==> src/rtl/core_pkg.sv <==
// Shared constants for the pipeline boundary registers of the core.
// Control fields are packed at the LSB end of every boundary bundle, so the
// kill masks cover the low bits only.
package core_pkg;

    // Bundle widths for each pipeline boundary
    localparam int unsigned FD_W = 64;   // pc + instruction
    localparam int unsigned DE_W = 144;  // pc, rs1/rs2 values, imm, decoded ctrl
    localparam int unsigned EM_W = 112;  // alu result, store data, rd, mem ctrl
    localparam int unsigned MW_W = 72;   // writeback value, rd, wb ctrl

    // Bits cleared on flush, bubble and reset for each boundary
    localparam logic [FD_W-1:0] FD_CTRL_MASK = 64'h0000_0000_0000_0001;
    localparam logic [DE_W-1:0] DE_CTRL_MASK = 144'h0000_0000_0000_0000_0000_0000_0000_0000_0FFF;
    localparam logic [EM_W-1:0] EM_CTRL_MASK = 112'h0000_0000_0000_0000_0000_0000_003F;
    localparam logic [MW_W-1:0] MW_CTRL_MASK = 72'h00_0000_0000_0000_0003;

    // Default width of the hazard performance counters
    localparam int unsigned DEF_CNT_W = 16;

endpackage

==> src/rtl/sat_counter.sv <==
// Saturating up-counter with synchronous clear and a multi-bit increment.
module sat_counter #(
    parameter int unsigned CNT_W = 16,
    parameter int unsigned INC_W = 1
) (
    input  logic             clk,
    input  logic             rst,
    input  logic             clr,
    input  logic [INC_W-1:0] inc,
    output logic [CNT_W-1:0] count
);

    // One spare bit above the wider operand so the overflow is visible
    localparam int unsigned SUM_W = ((CNT_W > INC_W) ? CNT_W : INC_W) + 1;
    localparam logic [SUM_W-1:0] MAX = SUM_W'({CNT_W{1'b1}});

    logic [SUM_W-1:0] sum;

    // Widened sum of the current count and the increment
    always_comb begin
        sum = SUM_W'(count) + SUM_W'(inc);
    end

    // Clear wins over increment; the count sticks at all ones once reached
    always_ff @(posedge clk or posedge rst) begin
        if (rst) begin
            count <= '0;
        end else if (clr) begin
            count <= '0;
        end else if (sum > MAX) begin
            count <= '1;
        end else begin
            count <= sum[CNT_W-1:0];
        end
    end

endmodule

==> src/rtl/pipeline_stage_reg.sv <==
// Parametrised pipeline register chain with per-stage stall, flush and
// automatic bubble insertion, plus stall/bubble performance counters.
module pipeline_stage_reg
    import core_pkg::*;
#(
    parameter int unsigned      WIDTH     = 32,
    parameter int unsigned      DEPTH     = 1,
    parameter logic [WIDTH-1:0] CTRL_MASK = '1,
    parameter int unsigned      CNT_W     = DEF_CNT_W
) (
    input  logic             clk,
    input  logic             rst,
    input  logic             in_valid,
    input  logic [WIDTH-1:0] in_data,
    input  logic [DEPTH-1:0] stall,
    input  logic [DEPTH-1:0] flush,
    input  logic             cnt_clr,
    output logic             out_valid,
    output logic [WIDTH-1:0] out_data,
    output logic [DEPTH-1:0] stage_valid,
    output logic [CNT_W-1:0] stall_cnt,
    output logic [CNT_W-1:0] bubble_cnt
);

    // Enough bits to hold a bubble count of up to DEPTH per cycle
    localparam int unsigned INC_W = $clog2(DEPTH + 1);

    logic [DEPTH-1:0] valid;
    logic [WIDTH-1:0] data [DEPTH];
    logic [DEPTH-1:0] bubble_hit;
    logic [INC_W-1:0] bubble_inc;
    logic             stall_hit;

    for (genvar i = 0; i < DEPTH; i++) begin : g_stage
        logic             src_valid;
        logic [WIDTH-1:0] src_data;
        logic             bubble;
        logic             v_q;
        logic [WIDTH-1:0] d_q;

        if (i == 0) begin : g_head
            assign src_valid = in_valid;
            assign src_data  = in_data;
            assign bubble    = 1'b0;
        end else begin : g_body
            assign src_valid = valid[i-1];
            assign src_data  = data[i-1];
            assign bubble    = stall[i-1];
        end

        // A bubble is only counted when it actually displaces a valid entry,
        // i.e. neither flush nor a local stall took priority this cycle
        assign bubble_hit[i] = bubble & ~flush[i] & ~stall[i] & src_valid;

        // Stage register: flush > stall > bubble > load
        always_ff @(posedge clk or posedge rst) begin
            if (rst) begin
                v_q <= 1'b0;
                d_q <= '0;
            end else if (flush[i]) begin
                v_q <= 1'b0;
                d_q <= src_data & ~CTRL_MASK;
            end else if (stall[i]) begin
                v_q <= v_q;
                d_q <= d_q;
            end else if (bubble) begin
                v_q <= 1'b0;
                d_q <= src_data & ~CTRL_MASK;
            end else begin
                v_q <= src_valid;
                d_q <= src_data;
            end
        end

        assign valid[i] = v_q;
        assign data[i]  = d_q;
    end

    // Number of stages inserting a bubble over a valid entry this cycle
    always_comb begin
        bubble_inc = '0;
        for (int unsigned k = 0; k < DEPTH; k++) begin
            bubble_inc = bubble_inc + INC_W'(bubble_hit[k]);
        end
    end

    assign stall_hit = stall[0] & in_valid;

    sat_counter #(
        .CNT_W (CNT_W),
        .INC_W (1)
    ) u_stall_cnt (
        .clk   (clk),
        .rst   (rst),
        .clr   (cnt_clr),
        .inc   (stall_hit),
        .count (stall_cnt)
    );

    sat_counter #(
        .CNT_W (CNT_W),
        .INC_W (INC_W)
    ) u_bubble_cnt (
        .clk   (clk),
        .rst   (rst),
        .clr   (cnt_clr),
        .inc   (bubble_inc),
        .count (bubble_cnt)
    );

    assign out_valid   = valid[DEPTH-1];
    assign out_data    = data[DEPTH-1];
    assign stage_valid = valid;

endmodule

==> config.mk <==
export PLATFORM = sky130hd
export DESIGN_NAME = pipeline_stage_reg
export DESIGN_NICKNAME = d
export VERILOG_FILES = /design/src/rtl/core_pkg.sv /design/src/rtl/sat_counter.sv /design/src/rtl/pipeline_stage_reg.sv
export SDC_FILE = /design/constraint.sdc
export NUM_CORES = 1
export LEC_CHECK = 0
export CORE_UTILIZATION = 46
export CTS_CLUSTER_DIAMETER = 60
export DETAILED_ROUTE_END_ITERATION = 10
export PLACE_DENSITY = 0.88
export SLEW_MARGIN = 20
export SYNTH_ARGS = -nofsm -noshare
export SYNTH_HDL_FRONTEND = slang
export SYNTH_HIERARCHICAL = 1
export SYNTH_SLANG_ARGS = --single-unit
==> constraint.sdc <==
create_clock -name clk -period 2.1 [get_ports clk]
set_clock_uncertainty 0.2 [all_clocks]
set_input_delay 0.315 -clock clk [delete_from_list [all_inputs] [get_ports clk]]
set_output_delay 0.315 -clock clk [all_outputs]
set_load 0.02 [all_outputs]
==> impl_metrics.toml <==
[sta]
period_share_pct = 95.69
hold_viol = 0
period_needed_ps = 2009
setup_viol = 0
hold_ws_ps = 172.0
fin_setup_tns_ps = 0
slew-limit-headroom_pct = 58.59
rsz0062_at_grt = "false"
drv_slew = 0
worstMarginPinSlew_ps = 620.4
fmax_ghz = 0.4977

[finish]
antennaDiodeCount = 0
final_nets = 437
fin_cells = 477
areaGrowthSynthToFinish_pct = 40.28
drive_gt1_share_pct = 10.25
post-route-util_pct = 67.94

[yosys]
synth_edf_count = 0
avgSynthCellArea_sq_um = 11.05
mappedNetlistArea_sq_mm = 0.003128
synth_top_area_share_pct = 52.00
syn_inst = 283
ys_top_cells_by_area = "dfrtp_1, mux2i_1, nor2_1, xnor2_1, a21oi_1"
synth-seq-area-share_pct = 52.00
synth_cell_types = 40
async_flop_share_pct = 100.0
yosysTopAreaCell = "dfrtp_1"
ys.flop_type = "dfrtp_1"
synth_most_common_cell = "dfrtp_1"
ys_seq_elements = 65
yosysWarnings = 6
yosys-top-cells-count = "dfrtp_1, nor2_1, mux2i_1"

[critical_path]
arrival_ps = 1490
cp.depth = 1
crit_start = "u_stall_cnt/count[4]$_DFF_PP0_"
required_ps = 1580
critPathBufInv = 1
r2r-end = "u_stall_cnt/count[11]$_DFF_PP0_"
worstSetupPathType = "flip-flop to output pin"
crit_fanout = 6
cp_top_family = "buffers and inverters"
cp-end-kind = "output pin"
rr_startpoint = "u_stall_cnt/count[4]$_DFF_PP0_"
reg2reg_slack_ps = 310
slowest_stage = "clkdlybuf4s50_1"
worst-r2r-cell-count = 5
crit_path_end = "stall_cnt[4]"
crit_path_start_kind = "flip-flop"
path_cells = "clkdlybuf4s50_1"
cp_slowest_stage_delay_ps = 660

[floorplan]
io_pins = 104
die_w_um = 84.46
die_h_um = 84.46
fp.dieArea_sq_mm = 0.007133
start_util_pct = 48.43
num_rows = 29
fp.coreArea_sq_mm = 0.006459

[detailed_routing]
dr.pass1.iters = 9
drtIter0Drc = 86
totalWireLength_mm = 7.312
detail-route-antenna-nets = 0
viasPerCell = 5.170
routedWlPerCell_um = 15.33
drc = 7
via_count = 2466

[global_route]
grt_first_pass_wirelength_mm = 12.25
grt_max_degree = 34
top_usage_layer = "met2"
grt_pass1_vias = 2519
grt.overflow.total = 0
track_usage_pct = 22.14
grt_antenna_before_repair = 0
grtUsageMet2_pct = 38.38
met3_usage_pct = 3.933
grtUsageMet1_pct = 26.82

[outcome]
outcome = "finished, violations left"
violations = "design-rule violations"

[cts]
cts-root-buf = "clkbuf_8"
cts_hold_buf = 0
cts_tree = "yes"
numClockSinks = 65
clk_pin_slew_ps = 70
htree_levels = 3
clockBufferDepth = 2
clk_latency_ps = 330
cts_made_buffers = 9
postCtsSetupRepairBufs = 0

[pwr]
vdd_drop_max_v = 0.0004241
p_leak_nw = 1.949
seqPwrFrac_pct = 49.8
combPwrFrac_pct = 13.7
p_int_w = 0.001965
total_power_w = 0.002653
power.density_mw_per_mm2 = 604.5
switching_share_pct = 25.94
p_clk_share_pct = 36.5
switching_power_w = 0.0006880

[placement]
hpwlAfterDp_mm = 5.167
gp_congestion = 0.7882
numPortBuffers = 103
place_inst = 461

[run]
maxCapViolCount = 0

[worst_hold_path]
hold_path.class = "input pin to asynchronous set/reset pin"
## layer usage
metal | up-vias | wire length [um] | share of wire (%)
li1 | 1198 | - | -
met1 | 1191 | 3122 | 43
met2 | 62 | 3691 | 50
met3 | 15 | 288 | 3.9
met4 | 0 | 209 | 2.9
met5 | - | 0 | 0
## power groups by stage
stage | Combinational (W) | Clock, W | Sequential [W]
5_1_grt | 0.000392 | 0.00104 | 0.00133
3_5_place_dp | 0.000366 | 0 | 0.00135
3_3_place_gp | 0.000358 | 0 | 0.00134
4_1_cts | 0.000367 | 0.000996 | 0.00132
6_report | 0.000362 | 0.000968 | 0.00132
2_1_floorplan | 0.000136 | 0 | 0.00140
## cells in the final DEF (no fill, tap or decap), types with 6 or more instances in the layout
cell type | netlist | final
mux2i_1 | 35 | 35
dfrtp_1 | 65 | 65
clkdlybuf4s50_1 | 0 | 102
nand2_1 | 16 | 16
nor4_1 | 7 | 6
xnor2_1 | 15 | 15
a21oi_1 | 25 | 25
clkbuf_8 | 0 | 11
buf_4 | 2 | 11
nand3_1 | 6 | 6
nor3_1 | 6 | 6
nor2_1 | 41 | 41
inv_1 | 13 | 13
## state kept, by name (all words and copies together) (netlist names)
| register | cells |
|---|---|
| out_data | 32 |
| out_valid | 1 |
| u_bubble_cnt/count | 16 |
| u_stall_cnt/count | 16 |
## stage by stage
step	worst slack, ps	cell area (sq um)
finish	90.59	4388
detailed placement	-211.3	4200
floorplan	35.49	3132
CTS	76.92	4382
global placement	-149.0	4200
global route	0.4834	4388
## worst min path at each step
stage / from / end / slack [ps] / cells past startpoint
2_1_floorplan: rst / u_bubble_cnt/count[0]$_DFF_PP0_ / 30 / 1
5_1_grt: rst / u_bubble_cnt/count[14]$_DFF_PP0_ / 220 / 3
6_report: rst / u_bubble_cnt/count[12]$_DFF_PP0_ / 170 / 3
4_1_cts: rst / u_bubble_cnt/count[0]$_DFF_PP0_ / 170 / 3
3_5_place_dp: out_data[19]$_DFFE_PP0P_ / out_data[19]$_DFFE_PP0P_ / 310 / 2
3_3_place_gp: out_data[2]$_DFFE_PP0P_ / out_data[2]$_DFFE_PP0P_ / 300 / 2
## layout make-up
class / instances / area [sq um]
Clock inverter: 5 / 30.03
Fill cell: 513 / 2071
Multi-Input combinational cell: 192 / 1326
Clock buffer: 11 / 151.4
Sequential cell: 65 / 1627
Inverter: 13 / 48.80
Tap cell: 77 / 96.34
Timing Repair Buffer: 114 / 1109
## timing repair
item                       CTS  global route
hold endpoints to repair     0             0
resized for setup            0             1
setup endpoints to repair    0             1
## cells by family after synthesis
kind of cell	share of synthesized area, %
compound gates	7.040
xor+xnor	5.320
fa+ha+maj	1.600
buf+inv	5.920
flops	52.00
mux	11.20
other cells	0.1199
simple gates	16.80
Power figures use the tool's default switching activity.
